`config.mk`:
```
export PLATFORM = sky130hd
export DESIGN_NAME = pipe_stage_reg
export DESIGN_NICKNAME = d
export VERILOG_FILES = /design/src/rtl/pipe_pkg.sv /design/src/rtl/pipe_slot.sv /design/src/rtl/pipe_stage_reg.sv
export SDC_FILE = /design/constraint.sdc
export NUM_CORES = 1
export LEC_CHECK = 0
export CORE_MARGIN = 3
export CORE_UTILIZATION = 54
export CTS_CLUSTER_DIAMETER = 100
export CTS_CLUSTER_SIZE = 12
export DETAILED_ROUTE_END_ITERATION = 8
export HOLD_SLACK_MARGIN = 0.02
export PLACE_DENSITY = 0.95
export SETUP_SLACK_MARGIN = 0.15
export SYNTH_ARGS = -nofsm -noshare
export SYNTH_HDL_FRONTEND = slang
export SYNTH_SLANG_ARGS = --single-unit
```
`constraint.sdc`:
```
create_clock -name clk -period 5.2 [get_ports clk]
set_input_delay 1.3 -clock clk [delete_from_list [all_inputs] [get_ports clk]]
set_output_delay 1.3 -clock clk [all_outputs]
set_load 0.02 [all_outputs]
```
`src/rtl/pipe_pkg.sv`:
```
// Shared types and constants for the pipeline stage register.
package pipe_pkg;

  typedef enum logic [1:0] {
    StEmpty,
    StOne,
    StTwo
  } stage_state_e;

  // Wide enough for any realistic control bundle; sliced to CTRL_W at use.
  localparam int unsigned MaxCtrlW = 256;
  localparam logic [MaxCtrlW-1:0] NopCtrl = '0;

  function automatic logic accepts(stage_state_e s);
    return s != StTwo;
  endfunction

endpackage

```
`src/rtl/pipe_slot.sv`:
```
// One storage slot of the pipeline register: a data word with a valid bit.
// Priority is clear > load > unload; clear also zeroes the stored word.
module pipe_slot #(
  parameter int unsigned W = 8
) (
  input  logic         clk,
  input  logic         reset,
  input  logic         clr_i,
  input  logic         load_i,
  input  logic         unload_i,
  input  logic [W-1:0] d_i,
  output logic         valid_o,
  output logic [W-1:0] q_o
);

  logic         valid_d, valid_q;
  logic [W-1:0] data_d, data_q;

  always_comb begin
    valid_d = valid_q;
    data_d  = data_q;
    if (clr_i) begin
      valid_d = 1'b0;
      data_d  = '0;
    end else if (load_i) begin
      valid_d = 1'b1;
      data_d  = d_i;
    end else if (unload_i) begin
      valid_d = 1'b0;
    end
  end

  always_ff @(posedge clk) begin
    if (reset) begin
      valid_q <= 1'b0;
      data_q  <= '0;
    end else begin
      valid_q <= valid_d;
      data_q  <= data_d;
    end
  end

  assign valid_o = valid_q;
  assign q_o     = data_q;

endmodule

```
`src/rtl/pipe_stage_reg.sv`:
```
// Inter-stage pipeline register with valid/ready handshake, flush-to-bubble,
// optional 2-entry skid buffer and a saturating output-stall counter.
module pipe_stage_reg
  import pipe_pkg::*;
#(
  parameter int unsigned DATA_W = 128,
  parameter int unsigned CTRL_W = 16,
  parameter int unsigned SKID   = 1,
  parameter int unsigned CNT_W  = 16
) (
  input  logic              clk,
  input  logic              reset,
  input  logic              flush,
  input  logic              in_valid,
  output logic              in_ready,
  input  logic [DATA_W-1:0] in_data,
  input  logic [CTRL_W-1:0] in_ctrl,
  output logic              out_valid,
  input  logic              out_ready,
  output logic [DATA_W-1:0] out_data,
  output logic [CTRL_W-1:0] out_ctrl,
  input  logic              stat_clr,
  output logic [CNT_W-1:0]  stall_cycles
);

  localparam int unsigned SlotW = DATA_W + CTRL_W;

  logic             accept, emit;
  logic             main_load, main_unload, main_valid;
  logic [SlotW-1:0] in_bundle, main_d, main_q;
  logic [CNT_W-1:0] cnt_d, cnt_q;

  assign in_bundle = {in_data, in_ctrl};
  assign accept    = in_valid & in_ready;
  assign emit      = main_valid & out_ready;

  pipe_slot #(
    .W(SlotW)
  ) u_main (
    .clk     (clk),
    .reset   (reset),
    .clr_i   (flush),
    .load_i  (main_load),
    .unload_i(main_unload),
    .d_i     (main_d),
    .valid_o (main_valid),
    .q_o     (main_q)
  );

  generate
    if (SKID != 0) begin : g_skid
      stage_state_e     state_d, state_q;
      logic             in_ready_q;
      logic             skid_load, skid_unload, skid_valid;
      logic [SlotW-1:0] skid_q;

      always_comb begin
        state_d     = state_q;
        main_load   = 1'b0;
        main_unload = 1'b0;
        main_d      = in_bundle;
        skid_load   = 1'b0;
        skid_unload = 1'b0;
        if (flush) begin
          state_d = StEmpty;
        end else begin
          case (state_q)
            StEmpty: begin
              if (accept) begin
                state_d   = StOne;
                main_load = 1'b1;
              end
            end
            StOne: begin
              if (accept && emit) begin
                main_load = 1'b1;
              end else if (accept) begin
                state_d   = StTwo;
                skid_load = 1'b1;
              end else if (emit) begin
                state_d     = StEmpty;
                main_unload = 1'b1;
              end
            end
            StTwo: begin
              // Older entry sits in main, so the skid entry always follows it out.
              if (emit && skid_valid) begin
                state_d     = StOne;
                main_load   = 1'b1;
                main_d      = skid_q;
                skid_unload = 1'b1;
              end
            end
            default: state_d = StEmpty;
          endcase
        end
      end

      pipe_slot #(
        .W(SlotW)
      ) u_skid (
        .clk     (clk),
        .reset   (reset),
        .clr_i   (flush),
        .load_i  (skid_load),
        .unload_i(skid_unload),
        .d_i     (in_bundle),
        .valid_o (skid_valid),
        .q_o     (skid_q)
      );

      // in_ready is a flop so the upstream ready path does not see out_ready.
      always_ff @(posedge clk) begin
        if (reset) begin
          state_q    <= StEmpty;
          in_ready_q <= 1'b1;
        end else begin
          state_q    <= state_d;
          in_ready_q <= accepts(state_d);
        end
      end

      assign in_ready = in_ready_q;
    end else begin : g_single
      always_comb begin
        main_load   = accept;
        main_unload = emit;
        main_d      = in_bundle;
      end

      assign in_ready = ~main_valid | out_ready;
    end
  endgenerate

  assign out_valid = main_valid;
  assign out_data  = main_q[SlotW-1:CTRL_W];
  assign out_ctrl  = main_valid ? main_q[CTRL_W-1:0] : NopCtrl[CTRL_W-1:0];

  always_comb begin
    cnt_d = cnt_q;
    if (stat_clr) begin
      cnt_d = '0;
    end else if (main_valid && !out_ready && (cnt_q != {CNT_W{1'b1}})) begin
      cnt_d = cnt_q + CNT_W'(1);
    end
  end

  always_ff @(posedge clk) begin
    if (reset) begin
      cnt_q <= '0;
    end else begin
      cnt_q <= cnt_d;
    end
  end

  assign stall_cycles = cnt_q;

endmodule

```
==> summary.txt, run 1 <==
Drt
  – Initial drt markers: 1276
  – DRT Wirelength: approximately 37 mm
  – Vias per cell: 5.945
  – Vias: between 10000 and 15000
  – DR pass1 iterations: 5
  – Routed len/inst: 18.66 microns
  – DRT antenna net count: 0
  – DRC: 0

STA
  – RSZ-0062 raised after global routing: false
  – Worst Skew: about 0.0076 ns
  – F_max: 262.3 MHz
  – Final Max Tran Viols: 0
  – Final Cycle Share: 0.7331
  – Final Hold Fails: 0
  – Slew headroom: 0.2735
  – Final TNS setup: 0 ns
  – Tightest Pin Transition: 1.090 ns
  – Setup violators final: 0
  – Post-route minimum period: 3.812 ns

Logic synthesis
  – Distinct cells, synth: 36
  – Simple-gate share of the synthesized area: 0.1171
  – Synth Area in XOR/XNOR: 0
  – Cell count after synthesis: 1563
  – Net Count, Synth: 1714
  – Biggest area consumer among synthesized cells: dfxtp_1
  – Yosys top cell area share: 0.4585
  – YS warnings: 0
  – Largest family of logic cells by synthesized area: compound AO/OA/AOI/OAI gates
  – Adder-Cell Fraction of Synth Area: 0.0009273
  – Mapped Area: 13490 sq um
  – #FFs+latches synth: 309
  – Post-synthesis mux area share: 0.1068
  – Syn Area/Cell: 8.633 sq um
  – Synth area leaders: dfxtp_1, a21oi_1, mux2i_1
  – Synth Area in Compound Gates: 0.2046
  – Seq/Total Area, Yosys: 0.4585

Worst setup path
  – Bufs and invs on worst path: 2
  – CP max FO: 82
  – Crit path max-delay family: buffers and inverters
  – Cells on worst reg2reg path: 5
  – Worst Setup Start Kind: input port
  – RR Startpoint: u_main.valid_o$_SDFFE_PP0P_
  – Crit path DAT: roughly 4.2 ns
  – Worst EP required: 5.58 ns
  – R2r setup slk: 1.81 ns
  – CP Capture Type: register
  – Crit Path Class: in -> reg
  – Worst stage delay on the critical path: 0.75 ns
  – Critical-path top delay cell: and2_4
  – Critical-path cell list: clkdlybuf4s50_1 -> nand3b_1 -> a21oi_4 -> and2_4 -> buf_12 -> a211oi_1
  – Worst reg2reg path endpoint: u_main.q_o[94]$_SDFFE_PP0P_

Min path
  – HP Class: reg -> reg
  – Hold depth: 2
  – Hold path start: g_skid.u_skid.q_o[3]$_SDFFE_PP0P_
  – Hold endpoint: g_skid.u_skid.q_o[3]$_SDFFE_PP0P_

Placed design
  – GP Congestion: 0.8171
  – IO buf count: 311
  – HPWL after DPL: 23.72 mm

Final layout
  – Multi-input logic area: between 5000 and 6000 sq um
  – Sequential cell area: 6186 sq um
  – Area delta synth->final: 22.53%
  – Layout fillers: 1750
  – Share of layout cells above drive strength 1: 0.03906
  – Nets: 1816

Global routing
  – Largest net degree at the start of global routing: 95
  – Vias in the first global route: 11376
  – Gr ovfl total: 0
  – First-pass GRT wire length: 58.20 mm
  – GRT Resource Usage Total: 0.2614
  – Antenna violations before repair: 3

Flow run
  – Max cap viols: 0

Clock tree
  – H-tree Lvls: 1
  – TritonCTS Buffers: 29
  – Setup bufs post-CTS: 0
  – # hold bufs at CTS: 0
  – Post-cts sizing count: 0
  – Reg clk slew, reported paths: around 0.06 ns
  – CTS root buf: clkbuf_16
  – CTS tree: done
  – Clock latency on the worst-skew pair: 0.53 ns
  – Maximum root-to-sink buffer count: 3
  – Clk sink count: just over 300

Power and ir drop
  – Cell Pwr Density: 290.7 nW/um^2
  – Peak supply drop: 238.7 uV
  – Tot Pwr: a little under 0.005 W
  – Pleak: 6.337 nW

Die
  – Die height: roughly 160 microns
  – Top Ports: 312
  – Die W: roughly 160 microns
  – # rows: 57
  – Initial Util: 0.5516
  – Core area: ~24000 sq um
  – Die area: 26920 sq um

Run status
  – Status: finished, final reports clean
-- through the flow --
step	instance area [sq um]	worst slack [ns]	hold WS, ns	utilization	std cells
after floorplan	13490	2.524	0.4357	-	1563
after global placement	15800	1.074	0.4404	0.6458	1958
after detailed placement	15800	0.9729	0.4456	0.6458	1958
after CTS	16530	1.501	0.4539	0.6757	1988
after global routing	16530	1.252	0.4693	0.6759	1990
final	16530	1.388	0.4525	0.6759	1990
-- report_power, final --
| part | total (W) | switching [W] | leakage, nW | internal (W) |
|---|---|---|---|---|
| sequential | 0.00245 | 0.0000323 | 2.50 | 0.00242 |
| clock | 0.00181 | 0.000832 | 0.361 | 0.000975 |
| combinational | 0.000549 | 0.000304 | 3.47 | 0.000245 |
-- metal layers --
metal / track usage / up-vias / wire [microns]
met5: 0 / - / 9
met4: 0.1123 / 2 / 1529
met3: 0.06078 / 119 / 3388
met2: 0.4421 / 587 / 18080
met1: 0.3187 / 5604 / 14130
li1: - / 5518 / -
-- tightest hold or removal path, cell delays in order (launching register included) --
cell,delay [ns]
dfxtp_1,0.31
nand2_1,0.05
a21oi_1,0.05
-- cells in the final DEF, fill, tap and decap left out, types with 2 or more instances in the layout --
cell	count
or3_1	5
inv_1	3
clkbuf_16	29
buf_12	6
diode_2	2
a21oi_1	305
nand4_1	4
nor2_1	6
or4_1	6
or2_4	2
a41oi_1	2
dfxtp_1	309
a211oi_1	144
nor3_1	4
buf_4	17
mux2i_1	144
nand3_1	9
nand2_1	296
nand2b_1	3
o21ai_0	8
o31ai_1	7
clkdlybuf4s50_1	311
nand3b_1	5
and4_1	2
nor4_1	2
and2_1	17
-- flip-flops by register name, summed over array words and instances (netlist names) --
name / count
stall_cycles: 16
u_main.valid_o: 1
g_skid.u_skid.q_o: 144
in_ready: 1
u_main.q_o: 144
g_skid.u_skid.valid_o: 1
g_skid.state_q: 2
-- Yosys cell counts --
library cell / number
dfxtp_1: 309
a21oi_1: 306
nand2_1: 296
a211oi_1: 144
mux2i_1: 144
buf_4: 128
clkbuf_1: 93
buf_2: 27
and2_1: 18
buf_1: 15
nand3_1: 9
o21ai_0: 9
o31ai_1: 7
nor2_1: 6
or3_1: 6
or4_1: 6
nand3b_1: 5
nor3_1: 5
nand4_1: 4
inv_1: 3
nand2b_1: 3
or2_2: 3
a41oi_1: 2
and4_1: 2
nor4_1: 2
and3_1: 1
and3_2: 1
and4_2: 1
ha_1: 1
nand4_2: 1
nor2b_1: 1
o211ai_1: 1
o21a_1: 1
o311ai_0: 1
o41ai_1: 1
or4_2: 1
-- how the worst max path moves through the flow --
stage / from / to / slack [ns] / cells after the start
CTS: out_ready / u_main.q_o[112]$_SDFFE_PP0P_ / 1.50 / 6
finish: out_ready / u_main.q_o[94]$_SDFFE_PP0P_ / 1.39 / 6
global route: out_ready / u_main.q_o[94]$_SDFFE_PP0P_ / 1.25 / 6
detailed placement: out_ready / u_main.q_o[112]$_SDFFE_PP0P_ / 0.97 / 6
floorplan: out_ready / stall_cycles[15]$_SDFFE_PP0P_ / 2.52 / 5
global placement: out_ready / u_main.q_o[113]$_SDFFE_PP0P_ / 1.07 / 6
-- cells by family (layout without fill, tap and decap cells) --
logic type,Yosys count,after routing
adder cells (fa/ha/maj),1,1
AND/OR/NAND/NOR,371,371
flip-flops,309,309
buffers and inverters,266,367
AO/OA/AOI/OAI,472,472
other,0,2
multiplexers,144,144
-- cell type report --
class | count | share of cell area
Inverter | 3 | 0.0006811
Tap cell | 324 | 0.02452
Multi-Input combinational cell | 988 | 0.3529
Timing Repair Buffer | 334 | 0.2033
Clock buffer | 29 | 0.04389
Sequential cell | 309 | 0.3741
Clock inverter | 1 | 0.0003027
Antenna cell | 2 | 0.0003027
(Power assumes the default switching activity.)
==> inputs of run 2 (changes only) <==
--- a/config.mk
+++ b/config.mk
@@ -6,12 +6,12 @@
 export NUM_CORES = 1
 export LEC_CHECK = 0
 export CORE_MARGIN = 3
-export CORE_UTILIZATION = 54
+export CORE_UTILIZATION = 50
 export CTS_CLUSTER_DIAMETER = 100
 export CTS_CLUSTER_SIZE = 12
 export DETAILED_ROUTE_END_ITERATION = 8
 export HOLD_SLACK_MARGIN = 0.02
-export PLACE_DENSITY = 0.95
+export PLACE_DENSITY = 0.91
 export SETUP_SLACK_MARGIN = 0.15
 export SYNTH_ARGS = -nofsm -noshare
 export SYNTH_HDL_FRONTEND = slang
==> constraint.sdc (replaced) <==
create_clock -name clk -period 3.84 [get_ports clk]
set_input_delay 0.96 -clock clk [delete_from_list [all_inputs] [get_ports clk]]
set_output_delay 0.96 -clock clk [all_outputs]
set_load 0.02 [all_outputs]
==> summary.txt, run 2 (synthesis gave the netlist of run 1 again) <==
Run status
  – Status: finished, final reports clean

Global routing
  – Gr ovfl total: 0 (unchanged)
  – GRT Resource Usage Total: 0.2380 (-0.02336)
  – Largest net degree at the start of global routing: 146 (+54%)
  – First-pass GRT wire length: 57.50 mm (-1.2%)
  – Vias in the first global route: 11384 (+0.070%)
  – Antenna violations before repair: 0 (-3)

Worst setup path
  – Worst Setup Start Kind: register
  – Cells on worst reg2reg path: 5 (unchanged)
  – CP max FO: 23 (-72%)
  – Crit Path Class: reg -> out
  – RR Startpoint: u_main.valid_o$_SDFFE_PP0P_
  – CP Capture Type: primary output
  – R2r setup slk: 1.01 ns (-0.80 ns)
  – Worst EP required: 2.88 ns (-2.70 ns)
  – Worst reg2reg path endpoint: u_main.q_o[80]$_SDFFE_PP0P_
  – Crit path DAT: 2.36 ns (-1.84 ns)

Clock tree
  – Setup bufs post-CTS: 0 (unchanged)
  – Clock latency on the worst-skew pair: 0.54 ns (about the same)
  – CTS tree: done
  – Post-cts sizing count: 0 (unchanged)
  – TritonCTS Buffers: 29 (unchanged)
  – Clk sink count: 309 (unchanged)
  – H-tree Lvls: 1 (unchanged)
  – Reg clk slew, reported paths: 0.06 ns (about the same)
  – CTS root buf: clkbuf_16
  – Maximum root-to-sink buffer count: 3 (unchanged)
  – # hold bufs at CTS: 0 (unchanged)

STA
  – Worst Skew: 0.01433 ns (+0.006733 ns)
  – Final Max Tran Viols: 0 (unchanged)
  – F_max: 301.6 MHz
  – Post-route minimum period: 3.316 ns
  – Setup violators final: 0 (unchanged)
  – Tightest Pin Transition: 0.9648 ns (-0.1250 ns)
  – Slew headroom: 0.3568 (+0.08332)
  – Final TNS setup: 0 ns (unchanged)
  – Final Cycle Share: 0.8634
  – Final Hold Fails: 0 (unchanged)
  – RSZ-0062 raised after global routing: false

Flow run
  – Max cap viols: 0 (unchanged)

Power and ir drop
  – Pleak: 6.431 nW (+1.5%)
  – Combinational power share: 0.117 (+0.003)
  – Clock Power Share: 0.376 (about the same)
  – Peak supply drop: 303.9 uV (+27%)
  – Psw: 0.001589 W (+36%)
  – Net Sw Frac: 0.2431 (about the same)
  – Tot Pwr: 0.006534 W (+36%)
  – Cell Pwr Density: 390.2 nW/um^2 (+34%)
  – Internal power: 0.004946 W (+36%)
  – Reg power frac: 0.507 (-0.003)

Die
  – Die height: 170.3 microns (+3.8%)
  – Top Ports: 312 (unchanged)
  – Core area: 26280 sq um (+7.4%)
  – # rows: 59 (+3.5%)
  – Die W: 170.3 microns (+3.8%)
  – Initial Util: 0.5134 (-0.03816)
  – Die area: 28990 sq um (+7.7%)

Final layout
  – Nets: 1825 (+0.50%)
  – Layout fillers: 2016 (+15%)
  – Commonest cells after routing, fill and taps aside: clkdlybuf4s50_1, dfxtp_1, a21oi_1
  – Diodes inserted: 0 (-2)
  – Share of layout cells above drive strength 1: 0.04423 (+0.005169)
  – Most common cell after layout, fill and taps aside: clkdlybuf4s50_1
  – Area delta synth->final: 24.12%

Drt
  – Initial drt markers: 1041 (-18%)
  – DRT antenna net count: 0 (unchanged)
  – Vias per cell: 5.807 (-2.3%)
  – DR pass1 iterations: 5 (unchanged)
  – DRC: 0 (unchanged)
  – Vias: 11660 (-1.4%)
  – Routed len/inst: 18.38 microns (-1.5%)
  – DRT Wirelength: 36.92 mm (-0.58%)

Placed design
  – GP Congestion: 0.8499 (+4.0%)
  – HPWL after DPL: 23.76 mm (+0.16%)
  – IO buf count: 311 (unchanged)

Min path
  – Hold path start: g_skid.u_skid.q_o[1]$_SDFFE_PP0P_
  – Hold endpoint: g_skid.u_skid.q_o[1]$_SDFFE_PP0P_
  – HP Class: reg -> reg
  – Hold depth: 2 (unchanged)
## run 2: cell count changes in the layout (fill, tap and decap cells not counted)
cell / previous run / this run
buf_12: 6 / 17
diode_2: 2 / 0
buf_4: 17 / 15
## run 2: power by group through the flow
stage                     Sequential [W]  Clock, W  Combinational [W]
after global placement           0.00338         0           0.000735
after global routing             0.00332   0.00260           0.000819
after floorplan                  0.00337         0           0.000438
after detailed placement         0.00338         0           0.000757
after CTS                        0.00331   0.00249           0.000762
final                            0.00332   0.00245           0.000764
## run 2: cell type report
type	instances	area, sq um	share of cell area
clock buffer	29	725.7	0.04333
timing repair buffer	343	3566	0.2129
tap	335	419.2	0.02503
multi-input combinational	988	5834	0.3484
inverter	3	11.26	0.0006724
clock inverter	1	5.005	0.0002988
sequential	309	6186	0.3694
## run 2: how the worst max path moves through the flow
stage                                           start                            end  slack, ns  cells after the start
after global routing      u_main.valid_o$_SDFFE_PP0P_                    out_ctrl[1]       0.47                      2
after detailed placement                    out_ready    u_main.q_o[91]$_SDFFE_PP0P_       0.41                      6
after CTS                 u_main.valid_o$_SDFFE_PP0P_                   out_ctrl[14]       0.52                      2
final                     u_main.valid_o$_SDFFE_PP0P_                   out_ctrl[14]       0.52                      2
after floorplan                             out_ready  stall_cycles[15]$_SDFFE_PP0P_       1.50                      5
after global placement                      out_ready    u_main.q_o[93]$_SDFFE_PP0P_       0.50                      6
## run 2: worst max-delay path: stages, from the launching register on
cell and delay [ns]:
dfxtp_1 0.90, and2_1 0.23, clkdlybuf4s50_1 0.67
## run 2: stage by stage
step	setup WS, ns	utilization	cell area (sq um)	hold slack, ns	std cells
3_5_place_dp	0.4057	0.6095	16020	0.4456	1978
3_3_place_gp	0.4959	0.6095	16020	0.4404	1978
4_1_cts	0.5155	0.6373	16750	0.4536	2008
6_report	0.5244	0.6373	16750	0.4518	2008
2_1_floorplan	1.504	-	13490	0.4357	1563
5_1_grt	0.4662	0.6373	16750	0.4660	2008
## run 2: layer usage
metal | part of all wire | GRT usage | wire (microns) | vias up
met2 | 0.49 | 0.4086 | 17970 | 461
met5 | 0 | 0 | 0 | -
li1 | - | - | - | 5550
met3 | 0.077 | 0.05575 | 2836 | 99
met4 | 0.039 | 0.09065 | 1440 | 0
met1 | 0.40 | 0.2907 | 14660 | 5550
==> inputs of run 3 (changes only) <==
==> constraint.sdc (replaced) <==
create_clock -name clk -period 3.84 [get_ports clk]
set_input_delay 0.96 -clock clk [delete_from_list [all_inputs] [get_ports clk]]
set_output_delay 0.96 -clock clk [all_outputs]
set_load 0.1 [all_outputs]
==> summary.txt, run 3 (synthesis gave the netlist of run 1 again) <==
Global routing
  – GRT Resource Usage Total: 0.2321 (-0.005934)
  – Antenna violations before repair: 3 (+3)
  – Largest net degree at the start of global routing: 146 (unchanged)
  – Vias in the first global route: 11203 (-1.6%)
  – Gr ovfl total: 0 (unchanged)
  – First-pass GRT wire length: 56.41 mm (-1.9%)

Power and ir drop
  – Cell Pwr Density: 410.0 nW/um^2 (+5.1%)
  – Peak supply drop: 289.1 uV (-4.9%)
  – Clock Power Share: 0.360 (-0.016)
  – Internal power: 0.004931 W (-0.30%)
  – Pleak: 6.392 nW (-0.61%)
  – Combinational power share: 0.152 (+0.035)
  – Reg power frac: 0.488 (-0.019)
  – Psw: 0.001854 W (+17%)
  – Net Sw Frac: 0.2733 (+0.03014)

Worst setup path
  – Crit path DAT: 2.23 ns (-0.13 ns)
  – Worst EP required: 2.88 ns (about the same)
  – Critical-path cell list: clkdlybuf4s50_1
  – Bufs and invs on worst path: 1 (unchanged)
  – Cells on worst reg2reg path: 6 (+1)
  – R2r setup slk: 1.35 ns (+0.34 ns)
  – Crit Path Class: reg -> out
  – Worst Setup Start Kind: register
  – RR Startpoint: u_main.valid_o$_SDFFE_PP0P_
  – Worst stage delay on the critical path: 1.20 ns (+0.30 ns)
  – CP Capture Type: primary output
  – Crit path max-delay family: buffers and inverters
  – Critical-path top delay cell: clkdlybuf4s50_1
  – CP max FO: 9 (-61%)
  – Worst reg2reg path endpoint: u_main.q_o[98]$_SDFFE_PP0P_

STA
  – Worst Skew: 0.01022 ns (-0.004107 ns)
  – Final Hold Fails: 0 (unchanged)
  – Tightest Pin Transition: 1.052 ns (+0.08698 ns)
  – F_max: 313.6 MHz (+4.0%)
  – Setup violators final: 0 (unchanged)
  – RSZ-0062 raised after global routing: false
  – Final TNS setup: 0 ns (unchanged)
  – Final Max Tran Viols: 0 (unchanged)
  – Slew headroom: 0.2966 (-0.06018)
  – Fin Hold WS: 0.4516 ns (-0.0002110 ns)
  – Post-route minimum period: 3.188 ns (-0.1271 ns)
  – Final setup margin: 0.6516 ns (+0.1271 ns)
  – Final Cycle Share: 0.8303 (-0.03311)

Placed design
  – Placement Setup Slack: 0.4502 ns (+0.04451 ns)
  – GP Congestion: 0.8424 (-0.88%)
  – # placed instances: 1966 (-0.61%)
  – HPWL after DPL: 22.60 mm (-4.9%)
  – IO buf count: 311 (unchanged)

Min path
  – Hold endpoint: g_skid.u_skid.q_o[29]$_SDFFE_PP0P_
  – Hold depth: 2 (unchanged)
  – HP Class: reg -> reg
  – Hold path start: g_skid.u_skid.q_o[29]$_SDFFE_PP0P_

Drt
  – Met3 wire len: 2.941 mm (+3.7%)
  – Vias: 11531 (-1.1%)
  – Vias per cell: 5.768 (-0.66%)
  – DRT antenna net count: 0 (unchanged)
  – Met2 WL: 17.59 mm (-2.2%)
  – M1 WL: 14.46 mm (-1.4%)
  – Top sig layer: met4
  – DRC: 0 (unchanged)
  – Routed len/inst: 18.04 microns (-1.9%)
  – Initial drt markers: 999 (-4.0%)
  – DR pass1 iterations: 5 (unchanged)
  – DRT Wirelength: 36.07 mm (-2.3%)

Clock tree
  – CTS root buf: clkbuf_16
  – H-tree Lvls: 1 (unchanged)
  – Setup bufs post-CTS: 0 (unchanged)
  – CTS tree: done
  – Reg clk slew, reported paths: 0.06 ns (about the same)
  – Maximum root-to-sink buffer count: 3 (unchanged)
  – TritonCTS Buffers: 29 (unchanged)
  – Post-cts sizing count: 0 (unchanged)
  – Clk sink count: 309 (unchanged)
  – Clock latency on the worst-skew pair: 0.53 ns (about the same)
  – # hold bufs at CTS: 0 (unchanged)

Flow run
  – Max cap viols: 0 (unchanged)

Final layout
  – Non-filler instance count after layout: 1999 (-0.45%)
  – Commonest cells after routing, fill and taps aside: dfxtp_1, a21oi_1, nand2_1
  – Area delta synth->final: 22.64%
  – Most common cell after layout, fill and taps aside: dfxtp_1
  – Nets: 1813 (-0.66%)
  – Share of layout cells above drive strength 1: 0.05057 (+0.006340)
  – Layout fillers: 2065 (+2.4%)

Die
  – Die area: 28990 sq um (unchanged)
  – Core area: 26280 sq um (unchanged)
  – Initial Util: 0.5134 (unchanged)
  – Top Ports: 312 (unchanged)
  – Die height: 170.3 microns (unchanged)
  – Die W: 170.3 microns (unchanged)
  – # rows: 59 (unchanged)

Run status
  – Status: finished, final reports clean
[run 3: worst max-delay path by stage]
stage          cells past startpoint                      endpoint                          start
5_1_grt                            1              stall_cycles[12]  stall_cycles[12]$_SDFFE_PP0P_
3_3_place_gp                       6  u_main.q_o[102]$_SDFFE_PP0P_                      out_ready
4_1_cts                            1              stall_cycles[12]  stall_cycles[12]$_SDFFE_PP0P_
6_report                           1              stall_cycles[12]  stall_cycles[12]$_SDFFE_PP0P_
3_5_place_dp                       6   u_main.q_o[98]$_SDFFE_PP0P_                      out_ready
2_1_floorplan                      3                  out_ctrl[10]    u_main.valid_o$_SDFFE_PP0P_
[run 3: through the flow]
step / instance area, sq um / power (W) / utilization
after global placement: 15810 / 0.004386 / 0.6016
final: 16550 / 0.006785 / 0.6296
after floorplan: 13490 / 0.004097 / -
after detailed placement: 15810 / 0.004406 / 0.6016
after CTS: 16540 / 0.006831 / 0.6294
after global routing: 16550 / 0.007020 / 0.6296
[run 3: cell type report]
type                       count  area, sq um  share of cell area
antenna                        3        7.507           0.0004537
clock buffer                  29        725.7             0.04386
clock inverter                 1        5.005           0.0003025
inverter                       3        11.26           0.0006805
multi-input combinational    988         5834              0.3526
sequential                   309         6186              0.3738
tap                          335        419.2             0.02533
timing repair buffer         331         3358              0.2029
[run 3: power by group through the flow]
stage               Clock [W]  Combinational [W]  Sequential (W)
finish                0.00244            0.00103         0.00331
global route          0.00262            0.00109         0.00332
CTS                   0.00249            0.00103         0.00331
detailed placement          0            0.00102         0.00338
global placement            0            0.00101         0.00338
floorplan                   0           0.000724         0.00337
[run 3: metal layers]
| metal | vias to the layer above | global-route usage |
|---|---|---|
| met4 | 0 | 0.08007 |
| met3 | 78 | 0.04785 |
| met2 | 472 | 0.4013 |
| li1 | 5512 | - |
| met1 | 5469 | 0.2885 |
| met5 | - | 0 |
